**src/rtl/axis_frame_gen_pkg.sv**
```systemverilog
// -----------------------------------------------------------------------------
// axis_frame_gen_pkg
// Shared constants for the AXI4-Stream frame generator.
//   AFG_DATA_WIDTH   default payload / data counter width
//   AFG_LEN_WIDTH    default frame length / beat counter width
//   AFG_COUNT_WIDTH  width of the completed-frame counter
// -----------------------------------------------------------------------------
package axis_frame_gen_pkg;

  localparam int unsigned AFG_DATA_WIDTH  = 32;
  localparam int unsigned AFG_LEN_WIDTH   = 16;
  localparam int unsigned AFG_COUNT_WIDTH = 32;

endpackage : axis_frame_gen_pkg

```
**src/rtl/axis_frame_gen.sv**
```systemverilog
// -----------------------------------------------------------------------------
// axis_frame_gen
// AXI4-Stream frame source. Emits frames of frame_len beats whose payload is a
// free-running, wrapping data counter. Starts and stops only on frame
// boundaries and honours full m_axis_tready backpressure.
//
// Ports:
//   aclk           clock, rising edge
//   areset         synchronous active-high reset
//   enable         run request, sampled in IDLE and on the tlast handshake
//   frame_len      beats per frame, latched at frame start (0 behaves as 1)
//   m_axis_tdata   beat payload (running data counter)
//   m_axis_tvalid  beat valid
//   m_axis_tready  sink ready
//   m_axis_tlast   last beat of the frame
//   busy           high while running
//   frame_count    completed frames, wraps modulo 2^32
// -----------------------------------------------------------------------------
module axis_frame_gen
  import axis_frame_gen_pkg::*;
#(
  parameter int unsigned DATA_WIDTH = AFG_DATA_WIDTH,
  parameter int unsigned LEN_WIDTH  = AFG_LEN_WIDTH
) (
  input  logic                       aclk,
  input  logic                       areset,
  input  logic                       enable,
  input  logic [LEN_WIDTH-1:0]       frame_len,
  output logic [DATA_WIDTH-1:0]      m_axis_tdata,
  output logic                       m_axis_tvalid,
  input  logic                       m_axis_tready,
  output logic                       m_axis_tlast,
  output logic                       busy,
  output logic [AFG_COUNT_WIDTH-1:0] frame_count
);

  typedef enum logic {
    ST_IDLE = 1'b0,
    ST_RUN  = 1'b1
  } state_t;

  state_t                     state_reg, state_next;
  logic [DATA_WIDTH-1:0]      data_cnt_reg, data_cnt_next;
  logic [LEN_WIDTH-1:0]       beat_cnt_reg, beat_cnt_next;
  logic [LEN_WIDTH-1:0]       len_q_reg, len_q_next;
  logic [AFG_COUNT_WIDTH-1:0] frame_count_reg, frame_count_next;

  logic [LEN_WIDTH-1:0] frame_len_eff;
  logic [LEN_WIDTH-1:0] last_beat_idx;
  logic                 is_last;
  logic                 handshake;

  // A zero-length request still produces one beat.
  assign frame_len_eff = (frame_len == '0) ? LEN_WIDTH'(1) : frame_len;

  // tlast is decoded purely from registered state so it never follows tready.
  assign last_beat_idx = len_q_reg - LEN_WIDTH'(1);
  assign is_last       = (state_reg == ST_RUN) && (beat_cnt_reg == last_beat_idx);
  assign handshake     = (state_reg == ST_RUN) && m_axis_tready;

  always_ff @(posedge aclk) begin
    if (areset) begin
      state_reg       <= ST_IDLE;
      data_cnt_reg    <= '0;
      beat_cnt_reg    <= '0;
      len_q_reg       <= '0;
      frame_count_reg <= '0;
    end else begin
      state_reg       <= state_next;
      data_cnt_reg    <= data_cnt_next;
      beat_cnt_reg    <= beat_cnt_next;
      len_q_reg       <= len_q_next;
      frame_count_reg <= frame_count_next;
    end
  end

  always_comb begin
    state_next       = state_reg;
    data_cnt_next    = data_cnt_reg;
    beat_cnt_next    = beat_cnt_reg;
    len_q_next       = len_q_reg;
    frame_count_next = frame_count_reg;

    case (state_reg)
      ST_IDLE: begin
        if (enable) begin
          state_next    = ST_RUN;
          len_q_next    = frame_len_eff;
          beat_cnt_next = '0;
        end
      end

      ST_RUN: begin
        if (handshake) begin
          // The payload counter runs continuously across frames and idle gaps.
          data_cnt_next = data_cnt_reg + DATA_WIDTH'(1);
          if (is_last) begin
            frame_count_next = frame_count_reg + AFG_COUNT_WIDTH'(1);
            beat_cnt_next    = '0;
            if (enable) begin
              // Back-to-back frame: relatch length, no idle bubble.
              len_q_next = frame_len_eff;
            end else begin
              state_next = ST_IDLE;
            end
          end else begin
            beat_cnt_next = beat_cnt_reg + LEN_WIDTH'(1);
          end
        end
      end

      default: begin
        state_next = ST_IDLE;
      end
    endcase
  end

  assign m_axis_tvalid = (state_reg == ST_RUN);
  assign m_axis_tdata  = data_cnt_reg;
  assign m_axis_tlast  = is_last;
  assign busy          = (state_reg == ST_RUN);
  assign frame_count   = frame_count_reg;

endmodule : axis_frame_gen

```
**config.mk**
```make
export PLATFORM = sky130hd
export DESIGN_NAME = axis_frame_gen
export DESIGN_NICKNAME = d
export VERILOG_FILES = /design/src/rtl/axis_frame_gen_pkg.sv /design/src/rtl/axis_frame_gen.sv
export SDC_FILE = /design/constraint.sdc
export NUM_CORES = 1
export LEC_CHECK = 0
export ABC_AREA = 0
export BUFFER_PORTS_ARGS = -buffer_cell sky130_fd_sc_hd__buf_4
export CORE_MARGIN = 2
export CORE_UTILIZATION = 50
export CTS_CLUSTER_DIAMETER = 200
export DETAILED_ROUTE_END_ITERATION = 6
export PLACE_DENSITY = 0.76
export SYNTH_ARGS = -nofsm -noshare
export SYNTH_HDL_FRONTEND = slang
export SYNTH_SLANG_ARGS = --single-unit
export TNS_END_PERCENT = 5
```
**constraint.sdc**
```tcl
create_clock -name aclk -period 5.1 [get_ports aclk]
set_input_delay 0.765 -clock aclk [delete_from_list [all_inputs] [get_ports aclk]]
set_output_delay 0.765 -clock aclk [all_outputs]
set_load 0.02 [all_outputs]
```
# After elaboration in Yosys (flattened, before gate mapping)
# Index checks and enable logic that the tools add are counted.
dict set report classes {
  bitwise_logic 1
  add_sub_neg 4
  n_reduce_logical 7
  eq_ne 4
  muxes 13
}
# cell n
set ops {}
lappend ops {{2-to-1 mux 16 bit} 7}
lappend ops {{adder 32 x 1 -> 32 bit (second input constant)} 2}
lappend ops {{one-hot mux 16 bit (2 select lines)} 2}
lappend ops {{adder 16 x 1 -> 16 bit (second input constant)} 1}
lappend ops {{equality test 16 bit} 1}
lappend ops {{zero test 16 bit} 1}
lappend ops {{subtractor 16 x 1 -> 16 bit (second input constant)} 1}
lappend ops {{AND reduction 2 bit} 3}
lappend ops {{inequality test 2 bit (second input constant)} 2}
lappend ops {{2-to-1 mux 1 bit} 3}
lappend ops {{AND reduction 3 bit} 1}
lappend ops {{logical AND 1 bit} 2}
lappend ops {{inequality test 2 x 1 -> 1 bit (second input constant)} 1}
lappend ops {{one-hot mux 1 bit (2 select lines)} 1}
lappend ops {{inverter 1 bit} 1}
dict set report word_totals {
  ff_bits 97
  out_inout_bits 67
  in_bits 20
}

# Longest topological paths before layout
dict set report depth {
  ltp_word 6
  depth_mapped 12
}

# Worst setup path before layout
# Ideal clock, no wire load.
dict set report synth_path {
  path_kind {register to register}
  startpoint {register len_q_reg[0]}
  endpoint {register frame_count_reg[31] (netlist: frame_count[31])}
  n_path_buf 1
  stages_incl_launch_ff 12
  setup_slack_ns 1.968
  required_ns 5.030
  arrival_ns 3.062
  path_cell_list {dfxtp_1 -> inv_1 -> ha_1 -> or4b_4 -> nor4b_2 -> o21ai_1 -> o21bai_2 -> nand4_4 -> or4b_4 -> buf_6 -> or4_1 -> a21oi_1}
}
dict set report synth_via {
  elab_chain_cells 4
}
# item line_no
set synth_lines {}
lappend synth_lines {{from (decl)} axis_frame_gen.sv:45} ;# logic [LEN_WIDTH-1:0] len_q_reg, len_q_next;
lappend synth_lines {{from (signal assigned)} axis_frame_gen.sv:72} ;# len_q_reg <= len_q_next;
lappend synth_lines {{subtractor 16 x 1 -> 16 bit} axis_frame_gen.sv:57} ;# assign last_beat_idx = len_q_reg - LEN_WIDTH'(1);
lappend synth_lines {{equality test 16 bit} axis_frame_gen.sv:58} ;# assign is_last = (state_reg == ST_RUN) && (beat_cnt_reg == last_beat_idx);
lappend synth_lines {{logical AND 1 bit} axis_frame_gen.sv:58}
lappend synth_lines {{AND reduction 3 bit (no line)} --}
lappend synth_lines {{to (signal assigned)} axis_frame_gen.sv:73} ;# frame_count_reg <= frame_count_next;
lappend synth_lines {{to (decl)} axis_frame_gen.sv:46} ;# logic [AFG_COUNT_WIDTH-1:0] frame_count_reg, frame_count_next;
# No other way between the ends.
# A chain may end at the register's enable or synchronous reset.

# Worst setup path in the final report
dict set report layout_path {
  startpoint {register len_q_reg[0]}
  endpoint {output m_axis_tlast}
}
dict set report layout_via {
  elab_chain_cells 3
}
# item line_no
set layout_lines {}
lappend layout_lines {{subtractor 16 x 1 -> 16 bit} axis_frame_gen.sv:57}
lappend layout_lines {{equality test 16 bit} axis_frame_gen.sv:58}
lappend layout_lines {{logical AND 1 bit} axis_frame_gen.sv:58}
lappend layout_lines {{to (decl)} axis_frame_gen.sv:32} ;# output logic m_axis_tlast,
# No other way between the ends.

==> results by group <==
Placement
  • GP Congestion: just under 0.9
  • Placement Setup Slack: 1611 ps
  • Placed Cells: between 700 and 800
  • Port buffer count: 86
  • Post-DP Area: 5753 sq um
  • Dpl hpwl: between 8000 and 9000 um

Logic synthesis
  • Post-synth top area cell: dfxtp_1
  • Post-synth top area share: 38.20%
  • Synth area leaders: dfxtp_1, nor2_1, xor2_1, nand2_1, o21ai_0
  • Syn Nets: 634
  • Post-Syn Area: between 5000 and 6000 sq um
  • Top_reg_cell synth: dfxtp_1
  • Avg Inst Size Synth: 8.334 sq um
  • EDFF count, synth: 0
  • Seq/Total Area, Yosys: between 30% and 40%
  • Post-synth top cells: dfxtp_1, nor2_1, nand2_1, xor2_1, o21ai_0
  • Synthesized instance count: 610
  • Synth cell types: 61
  • Fraction of registers with async set/reset: 0%
  • Synth warn: 0
  • #FFs+latches synth: 97
  • Cell with the most instances after synthesis: dfxtp_1

Clock tree
  • Post-CTS Resized: 0
  • Root Buffer: clkbuf_8
  • # hold bufs at CTS: 0
  • Setup Buffers After CTS: 0
  • CTS Sinks: 97
  • CTS tree: done
  • CTS Buf Count: 9
  • Clock latency on the worst-skew pair: 370 ps
  • Clk slew on worst S/H paths: 100 ps
  • CTS H-tree depth: 3
  • Clock Path Buffers: 2

Finish
  • Final std cells w/o fill: 815
  • Util after Layout: 60.73%
  • N_diodes: 0
  • Layout cells sized above 1: 18.91%
  • Fillers: 887
  • Finished Cell Area: 5963 sq um
  • Synth-to-Final Area Change: 17.30%
  • Post-layout net count: 701

STA
  • Slew Viols, Final: 0
  • Final setup fails: 0
  • Max Freq: 262.2 MHz
  • Fin crit share: 74.78%
  • Crit path time final: around 3800 ps
  • Final worst setup slack: between 1000 and 1500 ps
  • Setup TNS: 0 ps
  • Setup Skew: 13.28 ps
  • Final-report hold violation count: 0
  • RSZ-0062 raised after global routing: false
  • Worst rel slew slack: 31.55%
  • Pin slew with the least headroom to its limit: 1024 ps

Setup path
  • Worst setup EP type: output pin
  • Worst path arrival time: 3050 ps
  • R2R Setup Slk: around 1600 ps
  • Worst r2r dst: frame_count[24]$_SDFFE_PP0P_
  • Worst r2r path cells: 10
  • Worst Setup EP: m_axis_tlast
  • Critical path class: reg -> out
  • Req. time, crit path: roughly 4300 ps
  • CP Launch Type: flop
  • Reg2reg start: len_q_reg[0]$_SDFFE_PP0P_
  • CP max FO: 7
  • CP startpoint: len_q_reg[0]$_SDFFE_PP0P_

Power
  • Pwr/cell area: 246.9 nW/um^2
  • Pleak: 2.318 nW
  • VDD IR max: 147.9 uV

GRT
  • First-pass GRT wire length: 19,130 um
  • GRT Util Overall: between 20% and 30%
  • Vias in the first global route: 4,041
  • GRT overflow: 0
  • Initial antenna violation count: 0
  • Largest net degree at the start of global routing: between 100 and 150

Floorplanning
  • Initial Util: 51.77%
  • Core area: between 9000 and 10,000 sq um
  • Die Wd: 104.8 um
  • Die area: approximately 11,000 sq um
  • Row count: 36
  • Boundary Pins: 87
  • Chip Height: about 100 um

Run status
  • Status: completed

Run
  • Max-Cap Viols: 0

Detailed routing
  • Routed Wire Length: 11,810 um
  • Mean routed wirelength per cell: ~14 um
  • Drt pass-1 iters: 5
  • Final ANT Viol Nets: 0
  • DRC violations left: 0
  • DR vias/cell: 5.670
  • DR vias: around 4,600
  • Number of DRC markers in iteration 0: 233

Min path
  • Min-delay worst type: reg -> reg
[cells by family after synthesis]
kind of cell	after synthesis	share of synthesized area [%]
AO/OA/AOI/OAI	88	10.51
XOR/XNOR	54	9.574
adder cells (fa/ha/maj)	4	0.9845
buffers and inverters	38	3.470
flip-flops	97	38.20
multiplexers	21	4.282
AND/OR/NAND/NOR	308	32.98
[area by class of cell]
class / instances / area [sq um] / area share [%]
clock buffers: 9 / 123.9 / 2.077
clock inverters: 7 / 86.33 / 1.448
inverters: 7 / 26.28 / 0.4406
multi-input cells: 475 / 2965 / 49.73
flip-flops and latches: 97 / 1942 / 32.56
well taps: 133 / 166.4 / 2.791
repair buffers: 87 / 653.1 / 10.95
[routing by layer]
layer / vias up / GRT usage, % / share of wire, %
li1: 2299 / - / -
met1: 2158 / 28.80 / 47
met2: 143 / 33.21 / 46
met3: 21 / 3.868 / 5.8
met4: 0 / 5.905 / 1.5
met5: - / 0 / 0
[power by group]
| part | internal, mW | switching, mW | total, mW |
|---|---|---|---|
| Clock | 0.236 | 0.298 | 0.534 |
| Combinational | 0.0671 | 0.0859 | 0.153 |
| Sequential | 0.767 | 0.0179 | 0.785 |
[worst min-delay path by stage]
stage / start / endpoint / slack (ps) / cells after the start
6_report: frame_count[31]$_SDFFE_PP0P_ / frame_count[31]$_SDFFE_PP0P_ / 490 / 2
5_1_grt: frame_count[31]$_SDFFE_PP0P_ / frame_count[31]$_SDFFE_PP0P_ / 520 / 2
4_1_cts: frame_count[31]$_SDFFE_PP0P_ / frame_count[31]$_SDFFE_PP0P_ / 500 / 2
3_5_place_dp: frame_count[31]$_SDFFE_PP0P_ / frame_count[31]$_SDFFE_PP0P_ / 480 / 2
3_3_place_gp: frame_count[31]$_SDFFE_PP0P_ / frame_count[31]$_SDFFE_PP0P_ / 470 / 2
2_1_floorplan: beat_cnt_reg[12]$_SDFFE_PP0P_ / beat_cnt_reg[12]$_SDFFE_PP0P_ / 480 / 2
[layout by cell type (no fill, tap or decap), types with 6 or more instances in the layout]
master    instances
nand3_1          21
or3_1            17
nor3_1           13
xor2_1           35
o21ai_0          32
mux2i_1          15
xnor2_1          18
nand2_1          68
and3_1           21
mux2_2            6
clkbuf_8          9
a21oi_1          28
nand4_1          16
or4_1            10
buf_4            87
nor2b_1          16
inv_1             7
dfxtp_1          97
nor2_1           83
nand4b_1          8
[per-stage QoR]
step | hold slack [ps] | power, mW
after floorplan | 480.4 | 0.9158
after global placement | 466.7 | 0.9488
after detailed placement | 483.0 | 0.9540
after CTS | 496.2 | 1.479
after global routing | 515.7 | 1.523
final | 494.2 | 1.472
[critical path: stages, from the launching register on]
cell	delay [ps]
dfxtp_1	370
inv_1	70
ha_1	250
nor4b_2	460
nand4_1	230
and2_1	220
o41ai_1	320
a21o_2	220
and2b_1	240
and2_1	170
buf_4	140
No activity file was read; power rests on OpenSTA's default activity.
